$ cat src/rtl/gc_pulse_serializer_if.sv
// gc_pulse_serializer_if
//   Byte-stream handshake between the TAS replay engine and the joybus
//   pulse serializer.
//   Signals:
//     tx_data   DATA_W  word to send, MSB first
//     tx_valid  1       tx_data/tx_last valid
//     tx_last   1       word is the last of a frame
//     tx_ready  1       serializer holding register empty
//   Modports: master (replay engine side), slave (serializer side).
interface gc_pulse_serializer_if #(
  parameter int DATA_W = 8
);
  logic [DATA_W-1:0] tx_data;
  logic              tx_valid;
  logic              tx_last;
  logic              tx_ready;

  modport master (output tx_data, output tx_valid, output tx_last, input tx_ready);
  modport slave  (input tx_data, input tx_valid, input tx_last, output tx_ready);
endinterface

$ cat src/rtl/gc_pulse_serializer.sv
// gc_pulse_serializer
//   Serializes words onto the N64/GC joybus line. Each bit is a 4U cell
//   (U = CLK_PER_US cycles), MSB first: '0' = low 3U / high 1U,
//   '1' = low 1U / high 3U. A stop bit follows the last word of a frame.
//   Ports:
//     clk           system clock
//     rst_n         synchronous active-low reset
//     tx            slave side of gc_pulse_serializer_if (data/valid/last/ready)
//     pulse         line drive: 0 = pull low, 1 = release
//     transmitting  high from first falling edge to end of stop bit
//     frame_done    one-cycle strobe when the stop bit completes
//     underrun      one-cycle strobe, coincides with the start of the stop
//                   bit that terminates a frame whose next word never came
//   Build option: GC_PULSE_CTRL_STOP_EN selects a 2U (controller-style)
//   stop bit; otherwise the stop bit is 1U (console-style).
//
//   state    | meaning
//   ---------+--------------------------------------------------------
//   IDLE     | line released, waiting for a word in the holding register
//   BIT_LOW  | low part of the current bit cell (1U for '1', 3U for '0')
//   BIT_HIGH | high part of the current bit cell (remainder of 4U)
//   STOP_LOW | stop bit low time
//
//   Line outputs are registered from the state, so they trail the state by
//   one cycle; this keeps every segment's length equal to its state length.
module gc_pulse_serializer #(
  parameter int CLK_PER_US = 48,
  parameter int DATA_W     = 8,
  parameter int CNT_W      = 8
) (
  input  logic                  clk,
  input  logic                  rst_n,
  gc_pulse_serializer_if.slave  tx,
  output logic                  pulse,
  output logic                  transmitting,
  output logic                  frame_done,
  output logic                  underrun
);

  localparam int BIT_W = (DATA_W > 1) ? $clog2(DATA_W) : 1;

`ifdef GC_PULSE_CTRL_STOP_EN
  localparam logic [1:0] STOP_U = 2'd2;
`else
  localparam logic [1:0] STOP_U = 2'd1;
`endif

  typedef enum logic [1:0] {IDLE, BIT_LOW, BIT_HIGH, STOP_LOW} state_t;

  state_t            state;
  logic [CNT_W-1:0]  us_cnt;
  logic [1:0]        u_cnt;
  logic [BIT_W-1:0]  bit_idx;
  logic [DATA_W-1:0] shreg;
  logic              cur_last;
  logic [DATA_W-1:0] hold_data;
  logic              hold_last;
  logic              hold_full;
  logic              underrun_q;

  logic       cur_bit;
  logic       u_tick;
  logic [1:0] u_target;
  logic       seg_end;
  logic       word_end;
  logic       consume;
  logic       accept;
  logic       hold_full_nxt;

  assign cur_bit = shreg[DATA_W-1];
  assign u_tick  = (us_cnt == CNT_W'(CLK_PER_US - 1));

  // Index of the last U of the current segment.
  always_comb begin
    u_target = 2'd0;
    case (state)
      BIT_LOW:  u_target = cur_bit ? 2'd0 : 2'd2;
      BIT_HIGH: u_target = cur_bit ? 2'd2 : 2'd0;
      STOP_LOW: u_target = STOP_U - 2'd1;
      default:  u_target = 2'd0;
    endcase
  end

  assign seg_end  = (state != IDLE) && u_tick && (u_cnt == u_target);
  assign word_end = (state == BIT_HIGH) && seg_end && (bit_idx == BIT_W'(DATA_W - 1));
  assign consume  = hold_full && ((state == IDLE) || word_end);
  // A word offered while the hold is being drained is taken the next cycle,
  // once tx_ready has been re-asserted; a word never takes 1 cycle, so this
  // bubble cannot open a gap on the line.
  assign accept   = tx.tx_valid && !hold_full;
  assign hold_full_nxt = accept || (hold_full && !consume);

  always_ff @(posedge clk) begin
    if (!rst_n) begin
      state        <= IDLE;
      us_cnt       <= '0;
      u_cnt        <= 2'd0;
      bit_idx      <= '0;
      shreg        <= '0;
      cur_last     <= 1'b0;
      hold_data    <= '0;
      hold_last    <= 1'b0;
      hold_full    <= 1'b0;
      tx.tx_ready  <= 1'b1;
      underrun_q   <= 1'b0;
      pulse        <= 1'b1;
      transmitting <= 1'b0;
      frame_done   <= 1'b0;
      underrun     <= 1'b0;
    end else begin
      if (accept) begin
        hold_data <= tx.tx_data;
        hold_last <= tx.tx_last;
      end
      hold_full   <= hold_full_nxt;
      tx.tx_ready <= !hold_full_nxt;

      if ((state == IDLE) || seg_end) begin
        us_cnt <= '0;
        u_cnt  <= 2'd0;
      end else if (u_tick) begin
        us_cnt <= '0;
        u_cnt  <= u_cnt + 2'd1;
      end else begin
        us_cnt <= us_cnt + 1'b1;
      end

      underrun_q <= 1'b0;
      case (state)
        IDLE: begin
          if (hold_full) begin
            shreg    <= hold_data;
            cur_last <= hold_last;
            bit_idx  <= '0;
            state    <= BIT_LOW;
          end
        end
        BIT_LOW: begin
          if (seg_end) state <= BIT_HIGH;
        end
        BIT_HIGH: begin
          if (seg_end) begin
            if (!word_end) begin
              shreg   <= shreg << 1;
              bit_idx <= bit_idx + 1'b1;
              state   <= BIT_LOW;
            end else if (hold_full) begin
              shreg    <= hold_data;
              cur_last <= hold_last;
              bit_idx  <= '0;
              state    <= BIT_LOW;
            end else begin
              underrun_q <= !cur_last;
              state      <= STOP_LOW;
            end
          end
        end
        STOP_LOW: begin
          if (seg_end) state <= IDLE;
        end
        default: state <= IDLE;
      endcase

      pulse        <= !((state == BIT_LOW) || (state == STOP_LOW));
      transmitting <= (state != IDLE);
      // Previous cycle was the last of the stop bit: release, end and strobe together.
      frame_done   <= (state == IDLE) && transmitting;
      underrun     <= underrun_q;
    end
  end

endmodule

$ cat src/flat_wrapper.sv
// flat-port wrapper written by rule: the top's interface ports become plain ports
module gc_pulse_serializer_flat 
#(
  parameter int CLK_PER_US = 48,
  parameter int DATA_W     = 8,
  parameter int CNT_W      = 8
)
  (clk, rst_n, pulse, transmitting, frame_done, underrun, tx_tx_data, tx_tx_valid, tx_tx_last, tx_tx_ready);
  gc_pulse_serializer_if #(.DATA_W(DATA_W)) tx_i ();
  input  logic clk;
  input  logic rst_n;
  output logic pulse;
  output logic transmitting;
  output logic frame_done;
  output logic underrun;
  input wire logic [$bits(tx_i.tx_data)-1:0] tx_tx_data;
  input wire logic [$bits(tx_i.tx_valid)-1:0] tx_tx_valid;
  input wire logic [$bits(tx_i.tx_last)-1:0] tx_tx_last;
  output wire logic [$bits(tx_i.tx_ready)-1:0] tx_tx_ready;
  assign tx_i.tx_data = tx_tx_data;
  assign tx_i.tx_valid = tx_tx_valid;
  assign tx_i.tx_last = tx_tx_last;
  assign tx_tx_ready = tx_i.tx_ready;
  gc_pulse_serializer #(.CLK_PER_US(CLK_PER_US), .DATA_W(DATA_W), .CNT_W(CNT_W)) u_core (.clk(clk), .rst_n(rst_n), .tx(tx_i), .pulse(pulse), .transmitting(transmitting), .frame_done(frame_done), .underrun(underrun));
endmodule
$ cat config.mk
export PLATFORM = sky130hd
export DESIGN_NAME = gc_pulse_serializer_flat
export DESIGN_NICKNAME = d
export VERILOG_FILES = /design/src/rtl/gc_pulse_serializer_if.sv /design/src/rtl/gc_pulse_serializer.sv /design/src/flat_wrapper.sv
export SDC_FILE = /design/constraint.sdc
export NUM_CORES = 1
export LEC_CHECK = 0
export ABC_AREA = 1
export BUFFER_PORTS_ARGS = -buffer_cell sky130_fd_sc_hd__buf_2
export CAP_MARGIN = 25
export CORE_MARGIN = 3
export CORE_UTILIZATION = 45
export DETAILED_ROUTE_END_ITERATION = 8
export SYNTH_ARGS = -nofsm -noshare
export SYNTH_HDL_FRONTEND = slang
export SYNTH_SLANG_ARGS = --single-unit
$ cat constraint.sdc
create_clock -name clk -period 2.4 [get_ports clk]
set_input_delay 0.48 -clock clk [delete_from_list [all_inputs] [get_ports clk]]
set_output_delay 0.48 -clock clk [all_outputs]
set_load 0.01 [all_outputs]
Yosys cells after proc, flatten, opt, wreduce, memory -nomap -nowiden:

Cells that the tools add are included.

* register bits: 40
* bits of input ports: 12
* output and inout port bits: 5
* word-level logic and storage cells: 81

* $add $sub $neg: 3
* equal/unequal tests: 11
* muxes and demuxes: 22
* bitwise gates (word level): 4
* reductions and logical operators: 26

Operators by type and width (number)
* $mux 8: 3
* $mux 2: 8
* $pmux 8 s2: 1
* $ne 2x1->1 const B: 5
* $mux 3: 3
* $add 8x1->8 const B: 1
* $eq 8x6->1 const B: 1
* $logic_and 1x1->1: 8
* $pmux 2 s4: 1
* $pmux 3 s2: 1
* $logic_not 1->1: 5
* $reduce_or 5->1: 1
* $eq 2x2->1 const B: 2
* $logic_or 1x1->1: 4
* $not 1->1: 4
* $pmux 2 s2: 1
* $reduce_and 4->1: 1
* $reduce_bool 2->1: 2
* $add 3x1->3 const B: 1
* $eq 3x3->1 const B: 1
* $mux 1: 3
* $reduce_and 3->1: 1
* $reduce_or 3->1: 1
* $add 2x1->2 const B: 1
* other kinds (6): 6

Longest topological paths before layout:

Gate-level depths: netlist (run 1).

* depth after elaboration: 12
* mapped depth: 13
* mapped depth without buffers: 12

Least setup slack after synthesis (run 1):

OpenSTA, ideal clock, no wires.

* path type: reg-to-reg
* start point: reg u_core.us_cnt[0]
* end point: reg u_core.cur_last
* setup time: 0.119 ns
* data arrival time: 1.441 ns
* data required time: 2.281 ns
* setup slack: 0.840 ns
* cell stages (with the launch flop): 11
* path buffers: 0
* clock period less this slack: 1.560 ns
* cell sequence: dfxtp_1 ha_1 nand2_1 nor2_2 nand3b_4 nor2_8 nand2_4 nand2_8 nand2_2 nand2_1 a21oi_2

* word-level cells in the longest chain between the ends: 7
* elaborated cells on any way between the ends: 8
* those cells by class: 3 x eq/ne; 5 x reduce/logical

RTL lines
* from (decl): line gc_pulse_serializer.sv:51 `logic [CNT_W-1:0] us_cnt;`
* from (signal assigned): line gc_pulse_serializer.sv:125 `us_cnt <= us_cnt + 1'b1;`
* $eq 8x6->1 (*): line gc_pulse_serializer.sv:71 `assign u_tick = (us_cnt == CNT_W'(CLK_PER_US - 1));`
* $logic_and 1x1->1 (*) (2 in a row): line gc_pulse_serializer.sv:84 `assign seg_end = (state != IDLE) && u_tick && (u_cnt == u_target);`
* $logic_and 1x1->1 (2 in a row): line gc_pulse_serializer.sv:85 `assign word_end = (state == BIT_HIGH) && seg_end && (bit_idx == BIT_W'(DATA_W - 1));`
* $ne 2x1->1 (no line)
* $reduce_and 3->1 (no line) (*)
* to (signal assigned): line gc_pulse_serializer.sv:133 `cur_last <= hold_last;`
* to (signal assigned): line gc_pulse_serializer.sv:149 `cur_last <= hold_last;`
* to (decl): line gc_pulse_serializer.sv:55 `logic cur_last;`

Every way passes the cells marked *; elsewhere a longest branch is shown, timed or not.
A chain may end at the register's enable or synchronous reset.

Worst setup path in the final report (run 1):

* start point: reg u_core.state[0]
* end point: reg u_core.shreg[1]

* word-level cells in the longest chain between the ends: 9
* elaborated cells on any way between the ends: 16
* those cells by class: 4 x eq/ne; 4 x mux; 8 x reduce/logical

RTL lines
* from (decl): line gc_pulse_serializer.sv:50 `state_t state;`
* from (signal assigned): line gc_pulse_serializer.sv:95 `state <= IDLE;`
* from (signal assigned): line gc_pulse_serializer.sv:135 `state <= BIT_LOW;`
* from (signal assigned): line gc_pulse_serializer.sv:139 `if (seg_end) state <= BIT_HIGH;`
* $eq 2x2->1 or $eq 2x1->1 (tied branches): line gc_pulse_serializer.sv:76, gc_pulse_serializer.sv:85, gc_pulse_serializer.sv:129
* $pmux 2 s2: line gc_pulse_serializer.sv:76 `case (state)`
* $eq 2x2->1: line gc_pulse_serializer.sv:84
* $logic_and 1x1->1: line gc_pulse_serializer.sv:84
* $logic_and 1x1->1 (2 in a row): line gc_pulse_serializer.sv:85
* $mux 8: line gc_pulse_serializer.sv:143 `if (!word_end) begin`
* $mux 8: line gc_pulse_serializer.sv:142 `if (seg_end) begin`
* $pmux 8 s2: line gc_pulse_serializer.sv:129 `case (state)`
* to (signal assigned): line gc_pulse_serializer.sv:132 `shreg <= hold_data;`
* to (signal assigned): line gc_pulse_serializer.sv:144 `shreg <= shreg << 1;`
* to (signal assigned): line gc_pulse_serializer.sv:148 `shreg <= hold_data;`
* to (decl): line gc_pulse_serializer.sv:54 `logic [DATA_W-1:0] shreg;`

Parallel ways exist; a longest one is shown, timed or not. The select of a mux whose other input is x is not followed.

==> impl_metrics.yaml, run 1 <==
status:
  run_status: "complete, no violations"
critical_path:
  crit_chain: "clkinv_4, nand3_1, nand2_1, nand2_2, nand2_4, o21bai_2, nand2_2, clkinv_2, nand3_1, nand2_1, inv_1"
  r2r-end: "u_core.shreg[1]"
  critPathRequiredTime_ns: 2.59
  critical_path.max_stage_delay_ns: 0.55
  cp_max_fo: 9
  path_class: "flop to flop"
  r2r-start: "u_core.state[0]"
  arrival_ns: 1.96
  setup.worst_path.start_class: "flop"
  slowest_stage: "dfxtp_1"
  cp-end-kind: "flop"
  worst_r2r_path_depth: 11
  rrSetupSlack_ns: 0.63
clock_tree:
  root_buffer: "clkbuf_8"
  insertion_delay_ns: 0.28
  cts.sinks: 40
  clkTransAtPathRegs_ns: 0.07
  cts_setup_buffers: 0
  cts_hold_buffers: 0
  cts-buffers-inserted: 5
  cts_buffer_depth: 2
  cts_resized: 0
  cts_tree: "done"
  htree_levels: 2
sta:
  worst_slew_pin_slew_ns: 0.487
  hold_viol: 0
  fin_setup_tns_ns: 0
  max_slew_margin: 0.675
  finalSetupViolCount: 0
  worst_clock_skew_ns: 0.00159
  hold_ws_ns: 0.422
  slew_viol_final: 0
  rsz0062_at_grt: "no"
  finalCritPeriodShare: 0.739
  period_needed_ns: 1.77
  fmaxAchievable_mhz: 564
  setup_ws_ns: 0.627
cells_and_area:
  area_delta_synth_final_pct: 10.7
  final_area_sq_mm: 0.00209
  drive_gt1_frac: 0.190
  fin_nets: 284
  nFillCells: 389
  multi_input_area_sq_um: 916
  postLayoutCoreUtil: 0.542
  diodes: 0
  seq_area_sq_um: 801
pwr:
  clockPowerShare: 0.312
  p_int_uw: 969
  seq_power_share: 0.549
  p_sw_uw: 359
  combPwrFrac: 0.138
  cellLeakagePower_nw: 0.968
  peakVddDrop_mv: 0.357
  powerDensity_mw_per_mm2: 636
  p_sw_frac: 0.271
place:
  pre_cts_slack_ns: 0.644
  portBuffers: 16
  place_congestion: 0.778
  dp_hpwl_mm: 2.58
  postPlaceCellArea_sq_mm: 0.00201
logic_synthesis:
  syn_area_per_cell_sq_um: 7.57
  synth_edf_count: 0
  ys_seq_area_frac: 0.425
  synth_area_leader_cell: "dfxtp_1"
  synth_area_leaders: "dfxtp_1 42%, nand2_1 9.8%, nor2_1 6.6%"
  netlist_area_sq_mm: 0.00189
  synth_nets: 264
  ys_warn_count: 0
  post-synth-top-area-fraction: 0.425
  synth_seq_cells: 40
  async_flop_share: 0
  synth_top_flop_cell: "dfxtp_1"
  syn_inst: 249
  yosys.cell_types.count: 33
global_route:
  grt_pass1_wl_mm: 6.48
  grt_pass1_vias: 1460
  grtUsageTotal: 0.159
  antenna_found_initial: 0
  grt_overflow_total: 0
  grt_max_degree: 20
route:
  wl_mm: 3.52
  drtPass1Iterations: 4
  viasPerCell: 4.84
  wl_per_cell_um: 11.1
  ant_nets: 0
  drt_iter0_drc: 49
  num_vias: 1534
  drc: 0
floorplan:
  dieArea_sq_mm: 0.00500
  die_height_um: 70.7
  core_region_area_sq_mm: 0.00385
  initial_core_util: 0.489
  pin_count: 17
  rows: 22
  die_w_um: 70.7
run:
  cap_violations: 0
min_path:
  hp-class: "flop to flop"
  hold_end: "u_core.underrun_q"
  hold_start: "u_core.cur_last"
  min_path_cells: 1
-- cell type report --
cell class	instances	share of cell area
Multi-Input combinational cell	170	0.439
Sequential cell	40	0.384
Inverter	33	0.0624
Timing Repair Buffer	19	0.0492
Clock buffer	6	0.0348
Tap cell	48	0.0288
Clock inverter	1	0.00240
-- cell families after synthesis --
| family | count (synthesis) | synth area share |
|---|---|---|
| AOI/OAI and AO/OA | 37 | 0.108 |
| xor gates and xnor gates | 3 | 0.0139 |
| adders and majority gates | 3 | 0.0199 |
| buffers and inverters | 39 | 0.0896 |
| DFF | 40 | 0.425 |
| and+or+nand+nor | 127 | 0.344 |
-- critical path: cells and delay by family (launching register included) --
kind	cells	cell delay, ns
and+or+nand+nor	7	0.66
DFF	1	0.55
buffers and inverters	3	0.32
AOI/OAI and AO/OA	1	0.14
-- metrics by stage --
| stage | cells | power [mW] |
|---|---|---|
| floorplan | 249 | 0.886 |
| global placement | 310 | 0.929 |
| detailed placement | 310 | 0.929 |
| CTS | 317 | 1.35 |
| global route | 317 | 1.41 |
| finish | 317 | 1.33 |
-- how the worst max path moves through the flow --
stage	startpoint	to	cells after the start
floorplan	u_core.us_cnt[0]	u_core.cur_last	10
global placement	u_core.state[0]	u_core.shreg[3]	11
detailed placement	u_core.state[0]	u_core.shreg[1]	11
CTS	u_core.state[0]	u_core.shreg[2]	11
global route	u_core.state[0]	u_core.shreg[3]	11
finish	u_core.state[0]	u_core.shreg[1]	11
-- cells in the final DEF, fill, tap and decap left out, drive strengths merged --
cell / count
nand2: 55
dfxtp: 40
nor2: 37
inv: 30
nand3: 26
o21ai: 21
buf: 19
a21oi: 15
clkbuf: 6
clkinv: 4
xor2: 3
ha: 3
nor3b: 3
nor3: 2
nand4: 2
nand3b: 1
or2: 1
o21bai: 1
-- power groups by stage --
| stage | sequential [mW] | combinational, mW | clock, mW |
|---|---|---|---|
| detailed placement | 0.745 | 0.184 | 0 |
| global route | 0.735 | 0.213 | 0.458 |
| floorplan | 0.737 | 0.149 | 0 |
| global placement | 0.745 | 0.184 | 0 |
| finish | 0.730 | 0.184 | 0.415 |
| CTS | 0.729 | 0.185 | 0.432 |
-- per-layer routing --
layer,wire length [um],global-route usage
met1,1800,0.216
met2,1550,0.242
met3,112,0.0440
met4,52,0.0543
met5,0,0
-- registers in the layout (all words and copies together) (netlist names), 2 cells and up --
name,flops
u_core.us_cnt,8
u_core.shreg,8
u_core.u_cnt,2
u_core.bit_idx,3
u_core.state,2
u_core.hold_data,8
-- synthesized netlist by cell type (2+ instances only) --
library cell and instances:
dfxtp_1 40, o21ai_2 2, clkbuf_1 3, nor2_1 33, nor2_2 3, nand3_1 23, nand3_2 3, nor3_1 2
buf_6 2, xor2_1 3, ha_1 3, inv_2 3, nand2_2 3, a21oi_1 14, nor3b_2 2, nand2_4 2
nand2_1 49, o21ai_0 18, inv_1 27
No activity file was read; power rests on OpenSTA's default activity.
==> run 2: changes to the inputs <==
--- a/config.mk
+++ b/config.mk
@@ -11,6 +11,7 @@
 export CORE_MARGIN = 3
 export CORE_UTILIZATION = 45
 export DETAILED_ROUTE_END_ITERATION = 8
+export PLACE_DENSITY = 0.66
 export SYNTH_ARGS = -nofsm -noshare
 export SYNTH_HDL_FRONTEND = slang
 export SYNTH_SLANG_ARGS = --single-unit
==> constraint.sdc (replaced) <==
create_clock -name clk -period 1.53 [get_ports clk]
set_input_delay 0.306 -clock clk [delete_from_list [all_inputs] [get_ports clk]]
set_output_delay 0.306 -clock clk [all_outputs]
set_load 0.01 [all_outputs]
==> run 2 against run 1 <==
  * Final area up 14%
  * Clock skew rose by 0.010 ns
  * Die area unchanged
  * Combinational power grew 82%
  * Sequential share of layout area down 4.6 points
  * Global-route usage increased by 1.9 points
  * First-iteration DRC count grew 43%
  * Sequential power is 56% higher
  * Clock-buffer cell count up 1
  * Critical path depth did not move
  * Critical path type unchanged
==> impl_metrics.yaml, run 2 (synthesis results as in run 1) <==
place:
  place_congestion: 0.814
  dp_hpwl_mm: 2.79
  portBuffers: 16
  postPlaceCellArea_sq_mm: 0.00215
route:
  ant_nets: 0
  drc: 0
  drtPass1Iterations: 4
  wl_per_cell_um: 11.8
  drt_iter0_drc: 70
  viasPerCell: 4.99
  wl_mm: 4.02
  num_vias: 1700
sta:
  slew_viol_final: 0
  fmaxAchievable_mhz: 655
  worst_slew_pin_slew_ns: 0.362
  worst_clock_skew_ns: 0.0120
  fin_setup_tns_ns: 0
  max_slew_margin: 0.759
  rsz0062_at_grt: "yes"
  finalSetupViolCount: 0
  hold_viol: 0
  finalCritPeriodShare: 0.998
  period_needed_ns: 1.53
run:
  cap_violations: 0
critical_path:
  setup.worst_path.start_class: "flop"
  path_class: "flop to flop"
  rrSetupSlack_ns: 0.003
  cp_max_fo: 5
  critical_path.startpoint: "u_core.us_cnt[1]"
  cp-end-kind: "flop"
  r2r-start: "u_core.us_cnt[1]"
  critPathRequiredTime_ns: 1.73
  worst_r2r_path_depth: 11
  arrival_ns: 1.73
  endpoint: "u_core.state[1]"
  r2r-end: "u_core.state[1]"
cells_and_area:
  largestRegisters: "u_core.hold_data (8), u_core.shreg (8), u_core.us_cnt (8)"
  fin_nets: 307
  layout_commonest_cell: "nand2_1"
  final_area_sq_mm: 0.00238
  postLayoutCoreUtil: 0.619
  nFillCells: 361
  area_delta_synth_final_pct: 26.4
  drive_gt1_frac: 0.321
  diodes: 0
  layout_common_cells: "44 x nand2_1, 36 x dfxtp_1, 32 x nor2_1"
  seq_area_sq_um: 806
  multi_input_area_sq_mm: 0.00102
global_route:
  grt_overflow_total: 0
  grt_pass1_vias: 1673
  antenna_found_initial: 0
  grt_pass1_wl_mm: 7.23
  grtUsageTotal: 0.178
  grt_max_degree: 18
clock_tree:
  insertion_delay_ns: 0.30
  cts_hold_buffers: 0
  htree_levels: 2
  cts.sinks: 40
  root_buffer: "clkbuf_8"
  cts-buffers-inserted: 5
  cts_buffer_depth: 2
  cts_tree: "done"
  clkTransAtPathRegs_ns: 0.08
pwr:
  clockPowerShare: 0.335
  fin_total_pwr_mw: 2.22
  p_sw_uw: 621
  combPwrFrac: 0.150
  p_int_mw: 1.60
  powerDensity_mw_per_mm2: 932
  seq_power_share: 0.514
  peakVddDrop_mv: 0.486
  cellLeakagePower_nw: 1.09
  p_sw_frac: 0.279
min_path:
  min_path_cells: 3
  hp-class: "input port to flop"
floorplan:
  die_w_um: 70.7
  core_region_area_sq_mm: 0.00385
  dieArea_sq_mm: 0.00500
  rows: 22
  die_height_um: 70.7
  pin_count: 17
  initial_core_util: 0.489
status:
  run_status: "complete, no violations"
run 2: cell types whose count changed in the layout (fill, tap and decap cells not counted), moves of 3 or more:
cell	before	now
buf_4	3	24
nand2_1	49	44
dfxtp_2	0	4
nand2_4	2	5
dfxtp_1	40	36
ha_1	3	0
run 2: how the worst min path moves through the flow:
stage                          end  slack (ns)               from
6_report       u_core.hold_data[7]        0.24      tx_tx_data[7]
5_1_grt        u_core.hold_data[2]        0.27      tx_tx_data[2]
4_1_cts        u_core.hold_data[0]        0.24      tx_tx_data[0]
3_5_place_dp       u_core.underrun        0.41  u_core.underrun_q
3_3_place_gp       u_core.underrun        0.39  u_core.underrun_q
2_1_floorplan         u_core.pulse        0.39              rst_n
run 2: timing repair:
action | CTS | global route
buffers inserted | 2 | 2
resized for setup | 15 | 14
gates cloned | 1 | 0
setup endpoints to repair | 21 | 24
pin swaps | 3 | 13
run 2: metal layers:
metal | part of all wire | vias to the layer above | track usage
met4 | 0.023 | 0 | 0.0814
met2 | 0.48 | 31 | 0.300
li1 | - | 887 | -
met5 | 0 | - | 0
met3 | 0.035 | 8 | 0.0313
met1 | 0.46 | 774 | 0.220
run 2: cell type report:
class | count | area share
sequential | 40 | 0.338
clock buffer | 7 | 0.0362
inverter | 33 | 0.0562
clock inverter | 1 | 0.00315
timing repair buffer | 41 | 0.114
multi-input combinational | 171 | 0.427
tap | 48 | 0.0252
run 2: power groups by stage:
stage | logic, mW | clock network [mW] | registers (mW)
after floorplan | 0.233 | 0 | 1.16
after global placement | 0.310 | 0 | 1.16
after detailed placement | 0.314 | 0 | 1.16
after CTS | 0.329 | 0.762 | 1.14
after global routing | 0.386 | 0.790 | 1.15
final | 0.334 | 0.745 | 1.14
run 2: stage by stage:
stage	worst slack, ns	hold WS [ns]	std cells
2_1_floorplan	0.00279	0.390	249
3_3_place_gp	-0.0593	0.393	328
3_5_place_dp	-0.112	0.409	328
4_1_cts	-0.0204	0.244	339
5_1_grt	-0.0908	0.267	341
6_report	0.00314	0.244	341
run 2: worst max-delay path, stage by stage, from the launching register on:
cell	delay, ns
dfxtp_2	0.36
ha_4	0.15
nand2_4	0.06
nor2_4	0.11
nand3b_4	0.13
nor2_8	0.19
buf_6	0.13
nand2_2	0.04
nand2_2	0.07
nand2_1	0.05
nand2_1	0.07
a21oi_2	0.05
